**config.mk**
```make
export PLATFORM = sky130hd
export DESIGN_NAME = morse_button_conditioner
export DESIGN_NICKNAME = d
export VERILOG_FILES = /design/src/rtl/morse_button_conditioner.sv
export SDC_FILE = /design/constraint.sdc
export NUM_CORES = 1
export LEC_CHECK = 0
export CAP_MARGIN = 20
export CORE_MARGIN = 2
export CORE_UTILIZATION = 35
export CTS_BUF_LIST = sky130_fd_sc_hd__clkbuf_4 sky130_fd_sc_hd__clkbuf_8
export DETAILED_ROUTE_END_ITERATION = 16
export GPL_ROUTABILITY_DRIVEN = 1
export HOLD_SLACK_MARGIN = 0.06
export PLACE_DENSITY = 0.47
export SLEW_MARGIN = 15
export SYNTH_ARGS = -nofsm -noshare
export SYNTH_HDL_FRONTEND = slang
export SYNTH_SLANG_ARGS = --single-unit
```
**constraint.sdc**
```tcl
create_clock -name clk -period 2.7 [get_ports clk]
set_input_delay 0.54 -clock clk [delete_from_list [all_inputs] [get_ports clk]]
set_output_delay 0.54 -clock clk [all_outputs]
set_load 0.02 [all_outputs]
```
**src/rtl/morse_button_conditioner.sv**
```systemverilog
// N-channel button front-end: sync, debounce, press/release, short/long, autorepeat.
// Optional MORSE_REPEAT_ACCEL_EN: repeat interval halves every 4 repeats.
module morse_button_conditioner #(
    parameter int NUM_BTN                = 5,
    parameter int SYNC_STAGES            = 2,
    parameter int DEBOUNCE_CYCLES        = 50000,
    parameter int LONG_PRESS_CYCLES      = 2500000,
    parameter int REPEAT_DELAY_CYCLES    = 5000000,
    parameter int REPEAT_INTERVAL_CYCLES = 1000000,
    parameter logic [NUM_BTN-1:0] REPEAT_MASK = '0
) (
    input  logic               clk,
    input  logic               rst,
    input  logic [NUM_BTN-1:0] btn_in,
    output logic [NUM_BTN-1:0] btn_level,
    output logic [NUM_BTN-1:0] press_pulse,
    output logic [NUM_BTN-1:0] release_pulse,
    output logic [NUM_BTN-1:0] short_pulse,
    output logic [NUM_BTN-1:0] long_pulse,
    output logic [NUM_BTN-1:0] repeat_pulse,
    output logic [NUM_BTN-1:0] long_held,
    output logic               any_pressed
);
    localparam int HOLD_MAX = (LONG_PRESS_CYCLES > REPEAT_DELAY_CYCLES)
                            ? LONG_PRESS_CYCLES : REPEAT_DELAY_CYCLES;
    localparam int HW = $clog2(HOLD_MAX + 1);
    localparam int DW = $clog2(DEBOUNCE_CYCLES + 1);
    localparam int IW = $clog2(REPEAT_INTERVAL_CYCLES + 1);
    localparam logic [HW-1:0] HOLD_TOP   = HW'(HOLD_MAX);
    localparam logic [HW-1:0] LONG_LAST  = HW'(LONG_PRESS_CYCLES - 1);
    localparam logic [HW-1:0] DELAY_LAST = HW'(REPEAT_DELAY_CYCLES - 1);
    localparam logic [DW-1:0] DB_LAST    = DW'(DEBOUNCE_CYCLES - 1);
    localparam logic [IW-1:0] INT_FULL   = IW'(REPEAT_INTERVAL_CYCLES);

    typedef enum logic [1:0] {S_IDLE, S_PRESSED, S_LONG} state_t;

    for (genvar g = 0; g < NUM_BTN; g++) begin : g_ch
        localparam bit REP_EN = REPEAT_MASK[g];

        logic [SYNC_STAGES-1:0] r_sync;
        logic [DW-1:0]          r_db;
        logic                   r_level;
        state_t                 r_state;
        logic [HW-1:0]          r_hold;
        logic [IW-1:0]          r_ic;
        logic                   r_rep_on;
        logic                   r_press, r_rel, r_short, r_long, r_rep, r_held;
        logic                   w_sync, w_diff, w_tog, w_act, w_fire;
        logic [IW-1:0]          w_int_last;

        assign w_sync = r_sync[SYNC_STAGES-1];
        assign w_diff = (w_sync != r_level);
        assign w_tog  = w_diff && (r_db == DB_LAST);
        // w_tog while not IDLE is the debounced fall; it suppresses any repeat
        assign w_act  = REP_EN && (r_state != S_IDLE) && !w_tog;
        assign w_fire = w_act && (r_rep_on ? (r_ic == w_int_last)
                                           : (r_hold == DELAY_LAST));

        always_ff @(posedge clk) begin
            if (rst) begin
                r_sync  <= '0;
                r_db    <= '0;
                r_level <= 1'b0;
            end else begin
                r_sync <= {r_sync[SYNC_STAGES-2:0], btn_in[g]};
                if (!w_diff || w_tog) r_db <= '0;
                else                  r_db <= r_db + 1'b1;
                if (w_tog) r_level <= !r_level;
            end
        end

        always_ff @(posedge clk) begin
            if (rst) begin
                r_state  <= S_IDLE;
                r_hold   <= '0;
                r_ic     <= '0;
                r_rep_on <= 1'b0;
                r_press  <= 1'b0;
                r_rel    <= 1'b0;
                r_short  <= 1'b0;
                r_long   <= 1'b0;
                r_rep    <= 1'b0;
                r_held   <= 1'b0;
            end else begin
                r_press <= 1'b0;
                r_rel   <= 1'b0;
                r_short <= 1'b0;
                r_long  <= 1'b0;
                r_rep   <= 1'b0;
                unique case (r_state)
                    S_IDLE: begin
                        if (w_tog) begin
                            r_state <= S_PRESSED;
                            r_press <= 1'b1;
                            r_hold  <= '0;
                        end
                    end
                    S_PRESSED, S_LONG: begin
                        if (w_tog) begin
                            r_state  <= S_IDLE;
                            r_rel    <= 1'b1;
                            r_short  <= (r_state == S_PRESSED);
                            r_held   <= 1'b0;
                            r_rep_on <= 1'b0;
                            r_ic     <= '0;
                        end else begin
                            if (r_hold != HOLD_TOP) r_hold <= r_hold + 1'b1;
                            if (r_state == S_PRESSED && r_hold == LONG_LAST) begin
                                r_state <= S_LONG;
                                r_long  <= 1'b1;
                                r_held  <= 1'b1;
                            end
                            if (w_fire) begin
                                r_rep    <= 1'b1;
                                r_rep_on <= 1'b1;
                                r_ic     <= '0;
                            end else if (r_rep_on) begin
                                r_ic <= r_ic + 1'b1;
                            end
                        end
                    end
                    default: r_state <= S_IDLE;
                endcase
            end
        end

`ifdef MORSE_REPEAT_ACCEL_EN
        localparam logic [IW-1:0] INT_MIN = IW'(REPEAT_INTERVAL_CYCLES / 4);
        logic [IW-1:0] r_int;
        logic [1:0]    r_acc;
        logic [IW-1:0] w_half;

        assign w_half     = r_int >> 1;
        assign w_int_last = r_int - 1'b1;

        always_ff @(posedge clk) begin
            if (rst || r_state == S_IDLE) begin
                r_int <= INT_FULL;
                r_acc <= '0;
            end else if (w_fire) begin
                r_acc <= r_acc + 1'b1;
                if (r_acc == 2'd3) r_int <= (w_half < INT_MIN) ? INT_MIN : w_half;
            end
        end
`else
        assign w_int_last = INT_FULL - 1'b1;
`endif

        assign btn_level[g]     = r_level;
        assign press_pulse[g]   = r_press;
        assign release_pulse[g] = r_rel;
        assign short_pulse[g]   = r_short;
        assign long_pulse[g]    = r_long;
        assign repeat_pulse[g]  = r_rep;
        assign long_held[g]     = r_held;
    end

    assign any_pressed = |btn_level;

endmodule

```
==> metrics.txt <==
unrepaired setup endpoints after global routing no; Yosys reg bits 245; post-CTS setup buffers 0; Post-synth top flop dfxtp_1; Routed WL 31,000 microns; 1st-iter DRT viols 595; synth warn 0; post-synthesis sequential area ratio 0.403; CTS tree built; Critical Path End Type flop; Tightest Hold Check Type in -> reg; Slew @ Worst Pin 694 ps; Synth top cells by count dfxtp_1 (245), nor2_1 (165), nand2_1 (122); row cnt 68; die area 36,300 sq um; Tmin final 2550 ps; final worst slack 148 ps; Final Slew Violations 0; post-layout util 0.408; layout cells sized above 1 0.105; Setup TNS 0 ps; critical path fanouts, max 7; synth-to-layout area growth 15.3%; syn avg cell area 8.33 sq um; total CTS buffers 45; drt drc 0; DP Wirelength 21,600 microns; Initial Util 0.354; first-pass GRT wire length 52,200 microns; Syn Inst Count 1,461; final number of hold-violating endpoints 0; Place WS 102 ps; GRT Total Usage 0.173; critical path arrival 3010 ps; global placement routability congestion 0.826; via density per instance 5.36; initial antenna violation count 0; Required @ worst endpoint 3160 ps; GRT overflow 0; antenna-violating nets left 0; root buf cell clkbuf_8; Reg clk slew, reported paths 60 ps; routed len/inst 15.5 microns; top-area cell type share of the netlist area 0.403; largest net degree at the start of global routing 44; post-synthesis cell area 12,200 sq um; leading area contributor after synthesis dfxtp_1; LEAKAGE 0.00483 uW; Distinct cells, synth 76; DR vias 10,700; Final setup violation count 0; number of max-cap violations 0; Skew-Pair Late Insertion Delay 570 ps; hold path cells 3; number of global-route vias before repair 10,400; Area contributors post-synth dfxtp_1 (40%), nor2_1 (5.1%), xor2_1 (3.8%); VDD IR max 0.000359 V; Layout fillers 3,542; fin nets 1,543; die width 190 microns; Slew Limit Headroom 0.536; CTS max path bufs 3; Power Total 7430 uW; num ports 43; CP Class reg -> reg; number of synthesized flops with an enable pin 0; Register-to-Register Path Depth 6; PortBufs 37; Num Clock Sinks 245; clock skew 23.1 ps; TritonRoute pass-1 iters 5; core area 34,400 sq um; Worst setup SP type flop; ant diodes 0; period utilization 0.945; Max Freq 392 MHz; H-tree levels 2; Async SR Flop Fraction 0; top-count cell post-synth dfxtp_1; PwrDens 530 nW/um^2; die span in y 190 microns; status complete, no violations
==> cell type report <==
| type | instances | area [sq um] | area share |
|---|---|---|---|
| inverter | 47 | 176 | 0.0126 |
| multi-input combinational | 1077 | 6610 | 0.471 |
| clock buffer | 75 | 926 | 0.0660 |
| tap | 455 | 569 | 0.0406 |
| timing repair buffer | 94 | 821 | 0.0585 |
| clock inverter | 3 | 17.5 | 0.00125 |
| sequential | 245 | 4900 | 0.350 |
==> per-stage QoR <==
step | instance area [sq um] | hold WS [ps] | cells
2_1_floorplan | 12200 | 413 | 1465
3_5_place_dp | 13100 | 425 | 1918
5_1_grt | 14000 | 400 | 1996
3_3_place_gp | 13100 | 419 | 1918
4_1_cts | 14000 | 374 | 1996
6_report | 14000 | 427 | 1996
==> cell families after synthesis <==
| family | Yosys count | synth area share |
|---|---|---|
| compound gates | 265 | 0.143 |
| xor+xnor | 83 | 0.0598 |
| fa+ha+maj | 26 | 0.0267 |
| buf+inv | 143 | 0.0569 |
| flops | 245 | 0.403 |
| mux | 12 | 0.00998 |
| other cells | 1 | 0.000308 |
| simple gates | 686 | 0.300 |
==> sequential cells by signal (all words and copies together) (netlist names) <==
name and cells:
g_ch.r_db 80, g_ch.r_held 5, g_ch.r_hold 115, g_ch.r_level 5, g_ch.r_long 5, g_ch.r_press 5
g_ch.r_rel 5, g_ch.r_short 5, g_ch.r_state 10, g_ch.r_sync 10
==> critical path, cell delays in order (launching register included) <==
cell	delay [ps]
dfxtp_1	350
or4_1	560
or4_1	560
o21ba_1	320
o21ai_1	350
nor4_1	90
a31o_2	220
==> layout by cell type, fill, tap and decap left out, types with 46 or more instances in the layout <==
cell and instances:
nor2_1 165, xor2_1 53, buf_4 56, a21oi_1 55
nand2_1 122, dfxtp_1 245, nand4_1 56, inv_1 46
nand3_1 76, o21ai_0 72, and3_1 46, clkbuf_8 58
==> worst paths after layout <==
path / startpoint / endpoint / slack [ps]
setup reg to reg: g_ch[1].r_hold[12]$_SDFFE_PP0P_ / g_ch[1].r_hold[3]$_SDFFE_PP0P_ / 150
setup / recovery: g_ch[1].r_hold[12]$_SDFFE_PP0P_ / g_ch[1].r_hold[3]$_SDFFE_PP0P_ / 150
hold reg to reg: g_ch[3].r_sync[0]$_SDFF_PP0_ / g_ch[3].r_sync[1]$_SDFF_PP0_ / 430
hold / removal: rst / g_ch[3].r_hold[8]$_SDFFE_PP0P_ / 430
==> what timing repair did <==
| item | in CTS | in global routing |
|---|---|---|
| endpoints found under the hold margin | 0 | 0 |
| hold buffers | 0 | 0 |
| setup endpoints to repair | 0 | 23 |
| gates resized for setup | 0 | 5 |
==> power by group <==
part	total, uW	switching, uW	internal (uW)
logic	126	83.4	42.3
clock network	3670	1530	2140
registers	3630	5.13	3630
total	7430	1620	5810
==> per-layer routing <==
layer,share of wire,routed length [microns],track usage
met2,0.44,13700,0.278
met3,0.044,1370,0.0350
met5,0,0,0
met1,0.49,15200,0.233
met4,0.021,661,0.0546
(Power assumes the default switching activity.)
==> variant 1: new RTL, config.mk and constraints unchanged <==
Put one more register stage on the output `btn_level`, cleared by the reset. The value now appears one clock later. The other outputs are not delayed to match.
--- a/src/rtl/morse_button_conditioner.sv
+++ b/src/rtl/morse_button_conditioner.sv
@@ -34,4 +34,6 @@
 
     typedef enum logic [1:0] {S_IDLE, S_PRESSED, S_LONG} state_t;
+
+    logic [NUM_BTN-1:0] btn_level_d;
 
     for (genvar g = 0; g < NUM_BTN; g++) begin : g_ch
@@ -147,5 +149,5 @@
 `endif
 
-        assign btn_level[g]     = r_level;
+        assign btn_level_d[g]     = r_level;
         assign press_pulse[g]   = r_press;
         assign release_pulse[g] = r_rel;
@@ -156,5 +158,13 @@
     end
 
-    assign any_pressed = |btn_level;
+    assign any_pressed = |btn_level_d;
+
+    always_ff @(posedge clk) begin
+        if (rst) begin
+            btn_level <= '0;
+        end else begin
+            btn_level <= btn_level_d;
+        end
+    end
 
 endmodule
Formal check against the unedited RTL: no difference found for any inputs over 10 cycles, from zero or initial values and one cycle with rst high; that may be too few to reach the edited logic, so the function may still have changed.
==> variant 1 against the original RTL <==
Design area rose by 4.6%; power rose by 7.0%; wire length rose by 11%; worst setup slack improved by 23 ps; fmax rose by 0.92%; area after synthesis rose by 5.1%; highest routed layer unchanged; core utilization rose by 0.26 points; global-route usage rose by 0.61 points; sequential cell count rose by 5.
==> variant 1: results (changes against the original RTL) <==
[logic_synthesis]
yosys-top-cells-count=250 x dfxtp_1, 139 x nor2_1, 132 x nand2_1
synth_mux_area_share_pct=1.410  ; +0.41 points
synthTopCellsByArea=dfxtp_1 39%, nand3_1 4.2%, nor2_1 4.1%
synthAdderAreaFrac_pct=2.546  ; -0.13 points
seq_area_frac_synth_pct=39.17  ; -1.2 points
synth_compound_area_share_pct=15.01  ; +0.70 points
synth_xor_area_share_pct=4.935  ; -1.0 points
yosysUniqueCellTypes=77  ; +1.3%

[power]
pwr-share-clk_pct=51.4  ; +2.0 points
p_leak_nw=4.891  ; +1.3%
intPower_mw=6.169  ; +6.2%
peakVddDrop_mv=0.4399  ; +23%

[cells_and_area]
layout.nets=1615  ; +4.7%
drive_gt1_share_pct=10.51  ; about the same

[route]
first_iter_violations=671  ; +13%
wl_per_cell_microns=16.50  ; +6.4%
wl_met2_microns=15080  ; +9.7%
wl_met1_microns=16660  ; +9.6%
vias=11651  ; +9.0%

[global_routing]
first_global_vias=10993  ; +6.1%
met1_usage_pct=24.74  ; +1.4 points
grtUsageMet3_pct=3.092  ; -0.40 points
grtUsageTotal_pct=17.94  ; +0.61 points
use_met2_pct=27.90  ; +0.093 points
grt_max_degree=31  ; -30%
grt_pass1_wl_microns=56970  ; +9.2%

[critical_path]
reg2regPathDepth=5  ; -1

[placement]
hpwl_microns=23670  ; +9.7%
place_congestion=0.8388  ; +1.6%
place_area_sq_um=13620  ; +4.3%

[clock_tree]
cts_buffers=48  ; +6.7%

[sta]
fin_skew_ps=29.39  ; +6.332 ps
tightest_slew_ps=810.9  ; +117.3 ps

[outcome]
status=finished clean

variant 1: cell types whose count changed after synthesis, sizes merged, moves of 19 or more:
cell	change
xor2	-19
nor3	+22
o21ai	-30
nand3	+30
a31oi	+26
nor2	-26
variant 1: critical path, stage by stage (launching register included):
cell	delay [ps]
dfxtp_1	520
nor2_1	110
nand2_1	110
clkdlybuf4s50_1	650
variant 1: cells by family (layout without fill, tap and decap cells):
family	Yosys count	count (layout)
and+or+nand+nor	740	740
AOI/OAI and AO/OA	277	277
DFF	250	250
buffers and inverters	151	229
xor gates and xnor gates	72	72
adders and majority gates	26	26
muxes	18	18
other	1	5
variant 1: path summary, 6_finish.rpt:
kind	end	start	slack (ps)
setup / recovery	any_pressed	g_ch[0].r_level$_SDFFE_PP0P_	170
setup reg to reg	g_ch[1].r_hold[10]$_SDFFE_PP0P_	g_ch[1].r_hold[2]$_SDFFE_PP0P_	250
hold reg to reg	g_ch[2].r_sync[1]$_SDFF_PP0_	g_ch[2].r_sync[0]$_SDFF_PP0_	450
hold / removal	g_ch[3].r_press$_SDFF_PP0_	rst	370
variant 1: area by class of cell:
cell class | instances | area [sq um]
Sequential cell | 250 | 5005
Timing Repair Buffer | 89 | 758.2
Inverter | 55 | 206.4
Clock inverter | 9 | 98.84
Clock buffer | 76 | 952.2
Fill cell | 3609 | 21060
Tap cell | 461 | 576.8
Multi-Input combinational cell | 1138 | 7082
variant 1: repair_timing:
| action | CTS | global route |
|---|---|---|
| endpoints found under the hold margin | 0 | 0 |
| setup buffers | 0 | 0 |
| setup endpoints to repair | 0 | 6 |
| resized for setup | 0 | 2 |
variant 1: stage by stage:
stage	worst slack, ps	instances
2_1_floorplan	461.8	1539
3_3_place_gp	198.5	1993
3_5_place_dp	175.9	1993
4_1_cts	13.52	2078
5_1_grt	18.47	2078
6_report	171.3	2078
==> variant 2: new RTL, same settings <==
Without the edit above. Change the parameter `NUM_BTN` from 5 to 10.
--- a/src/rtl/morse_button_conditioner.sv
+++ b/src/rtl/morse_button_conditioner.sv
@@ -2,5 +2,5 @@
 // Optional MORSE_REPEAT_ACCEL_EN: repeat interval halves every 4 repeats.
 module morse_button_conditioner #(
-    parameter int NUM_BTN                = 5,
+    parameter int NUM_BTN                = 10,
     parameter int SYNC_STAGES            = 2,
     parameter int DEBOUNCE_CYCLES        = 50000,
Ports: changed (8 resized); port bits go from 43 to 83. No check against the original RTL was run, so the function may have changed too.
==> variant 2 against the original RTL <==
Sequential power increased by 100%; sequential cell count increased by 245; design area increased by 99%; global-route usage increased by 0.38 points; highest routed layer unchanged; count of clock-buffer cells in the layout increased by 61; wire length increased by 110%; power increased by 100%; die area increased by 97%; clock skew increased by 1.3 ps; worst setup slack improved by 21 ps; non-clock buffer count increased by 67; first-iteration DRC count increased to 2.5 times the old value; area after synthesis increased by 100%.
==> variant 2: results (changes against the original RTL) <==
[outcome]
status=finished clean

[route]
first_iter_violations=1494  ; +150%
vias_per_cell=5.405  ; +0.91%
first_pass_iters=8  ; +3
wl_per_cell_microns=16.06  ; +3.5%
wl_met2_microns=28740  ; +110%
wl_met3_microns=3462  ; +150%
wl_met1_microns=30090  ; +98%

[logic_synthesis]
seq_area_frac_synth_pct=40.37  ; +0.048 points
synth_xor_area_share_pct=5.659  ; -0.32 points
synthAdderAreaFrac_pct=2.884  ; +0.21 points
synthTopCellsByArea=dfxtp_1 40%, nor2_1 5.0%, nand3_1 3.7%
yosysUniqueCellTypes=93  ; +22%
synth_mux_area_share_pct=1.303  ; +0.31 points
avgSynthCellArea_sq_um=8.373  ; +0.57%
async_reset_ff_share_pct=0  ; unchanged
yosys-top-cells-count=490 x dfxtp_1, 324 x nor2_1, 227 x nand2_1
synth_compound_area_share_pct=14.16  ; -0.15 points

[placement]
hpwl_microns=45380  ; +110%
place_congestion=0.8687  ; +5.2%
placedCellCount=3828  ; +100%
place_area_sq_um=26000  ; +99%
pre_cts_slack_ps=157.4  ; +55.36 ps
portBuffers=72  ; +95%

[global_routing]
antenna_found_initial=3  ; +3
grtUsageMet3_pct=3.384  ; -0.11 points
grtUsageTotal_pct=17.71  ; +0.38 points
first_global_vias=20551  ; +98%
met1_usage_pct=23.57  ; +0.23 points
grt_pass1_wl_microns=105300  ; +100%
use_met2_pct=28.45  ; +0.64 points
grt_max_degree=70  ; +59%

[cells_and_area]
reg_top3=g_ch.r_hold (230), g_ch.r_db (160)
fin_cells=3978  ; +99%
nFillCells=6970  ; +97%
layout.nets=3056  ; +98%
drive_gt1_share_pct=10.37  ; -0.14 points

[sta]
tightest_slew_ps=1031  ; +337.5 ps
fin_skew_ps=24.37  ; +1.320 ps
whs_ps=175.5  ; -251.8 ps
setup_ws_ps=169.2  ; +21.16 ps

[hold_path]
hold_depth=2  ; -1
holdCritPathClass=in2reg
hold_end=g_ch[3].r_level$_SDFFE_PP0P_

[critical_path]
crit_path_max_incr_delay_ps=720  ; +160 ps
worst_path_max_delay_cell=or4b_2
reg2regPathDepth=7  ; +1
crit_fanout=17  ; +10
timing.rr.start=g_ch[5].r_db[10]$_SDFF_PP0_
critPathKind=reg2reg
critical-path-top-delay-family=simple AND/OR/NAND/NOR gates
crit_path_end_kind=flip-flop
critPathArrivalTime_ps=3090  ; +80 ps
worstSetupEndpoint=g_ch[5].r_hold[21]$_SDFFE_PP0P_

[power]
peakVddDrop_mv=0.2891  ; -19%
p_leak_nw=9.538  ; +98%

[clock_tree]
cts_buffers=89  ; +98%
insertion_delay_ps=690  ; +120 ps
ctsResizeCount=3  ; +3
ctsHtreeMaxLevel=3  ; +1

variant 2: changes by cell type after synthesis, moves of 75 or more:
cell,delta
a21oi_1,+75
o21ai_0,+86
nand3_1,+101
nor2_1,+159
nand2_1,+105
dfxtp_1,+245
variant 2: power by group:
part | internal [mW] | switching [mW]
combinational | 0.0799 | 0.175
clock | 4.23 | 3.17
sequential | 7.25 | 0.0135
total | 11.6 | 3.36
variant 2: area by class of cell:
type	count	area, sq um	area share (%)
Multi-Input combinational cell	2146	13230	47.46
Sequential cell	490	9811	35.20
Clock buffer	136	1722	6.177
Timing Repair Buffer	161	1435	5.149
Tap cell	931	1165	4.179
Inverter	100	375.4	1.347
Clock inverter	13	133.9	0.4803
Antenna cell	1	2.502	0.008978
variant 2: kinds of logic after synthesis:
| kind of cell | Yosys count |
|---|---|
| compound gates | 540 |
| buf+inv | 275 |
| flops | 490 |
| xor+xnor | 157 |
| other cells | 1 |
| mux | 31 |
| simple gates | 1352 |
| fa+ha+maj | 56 |
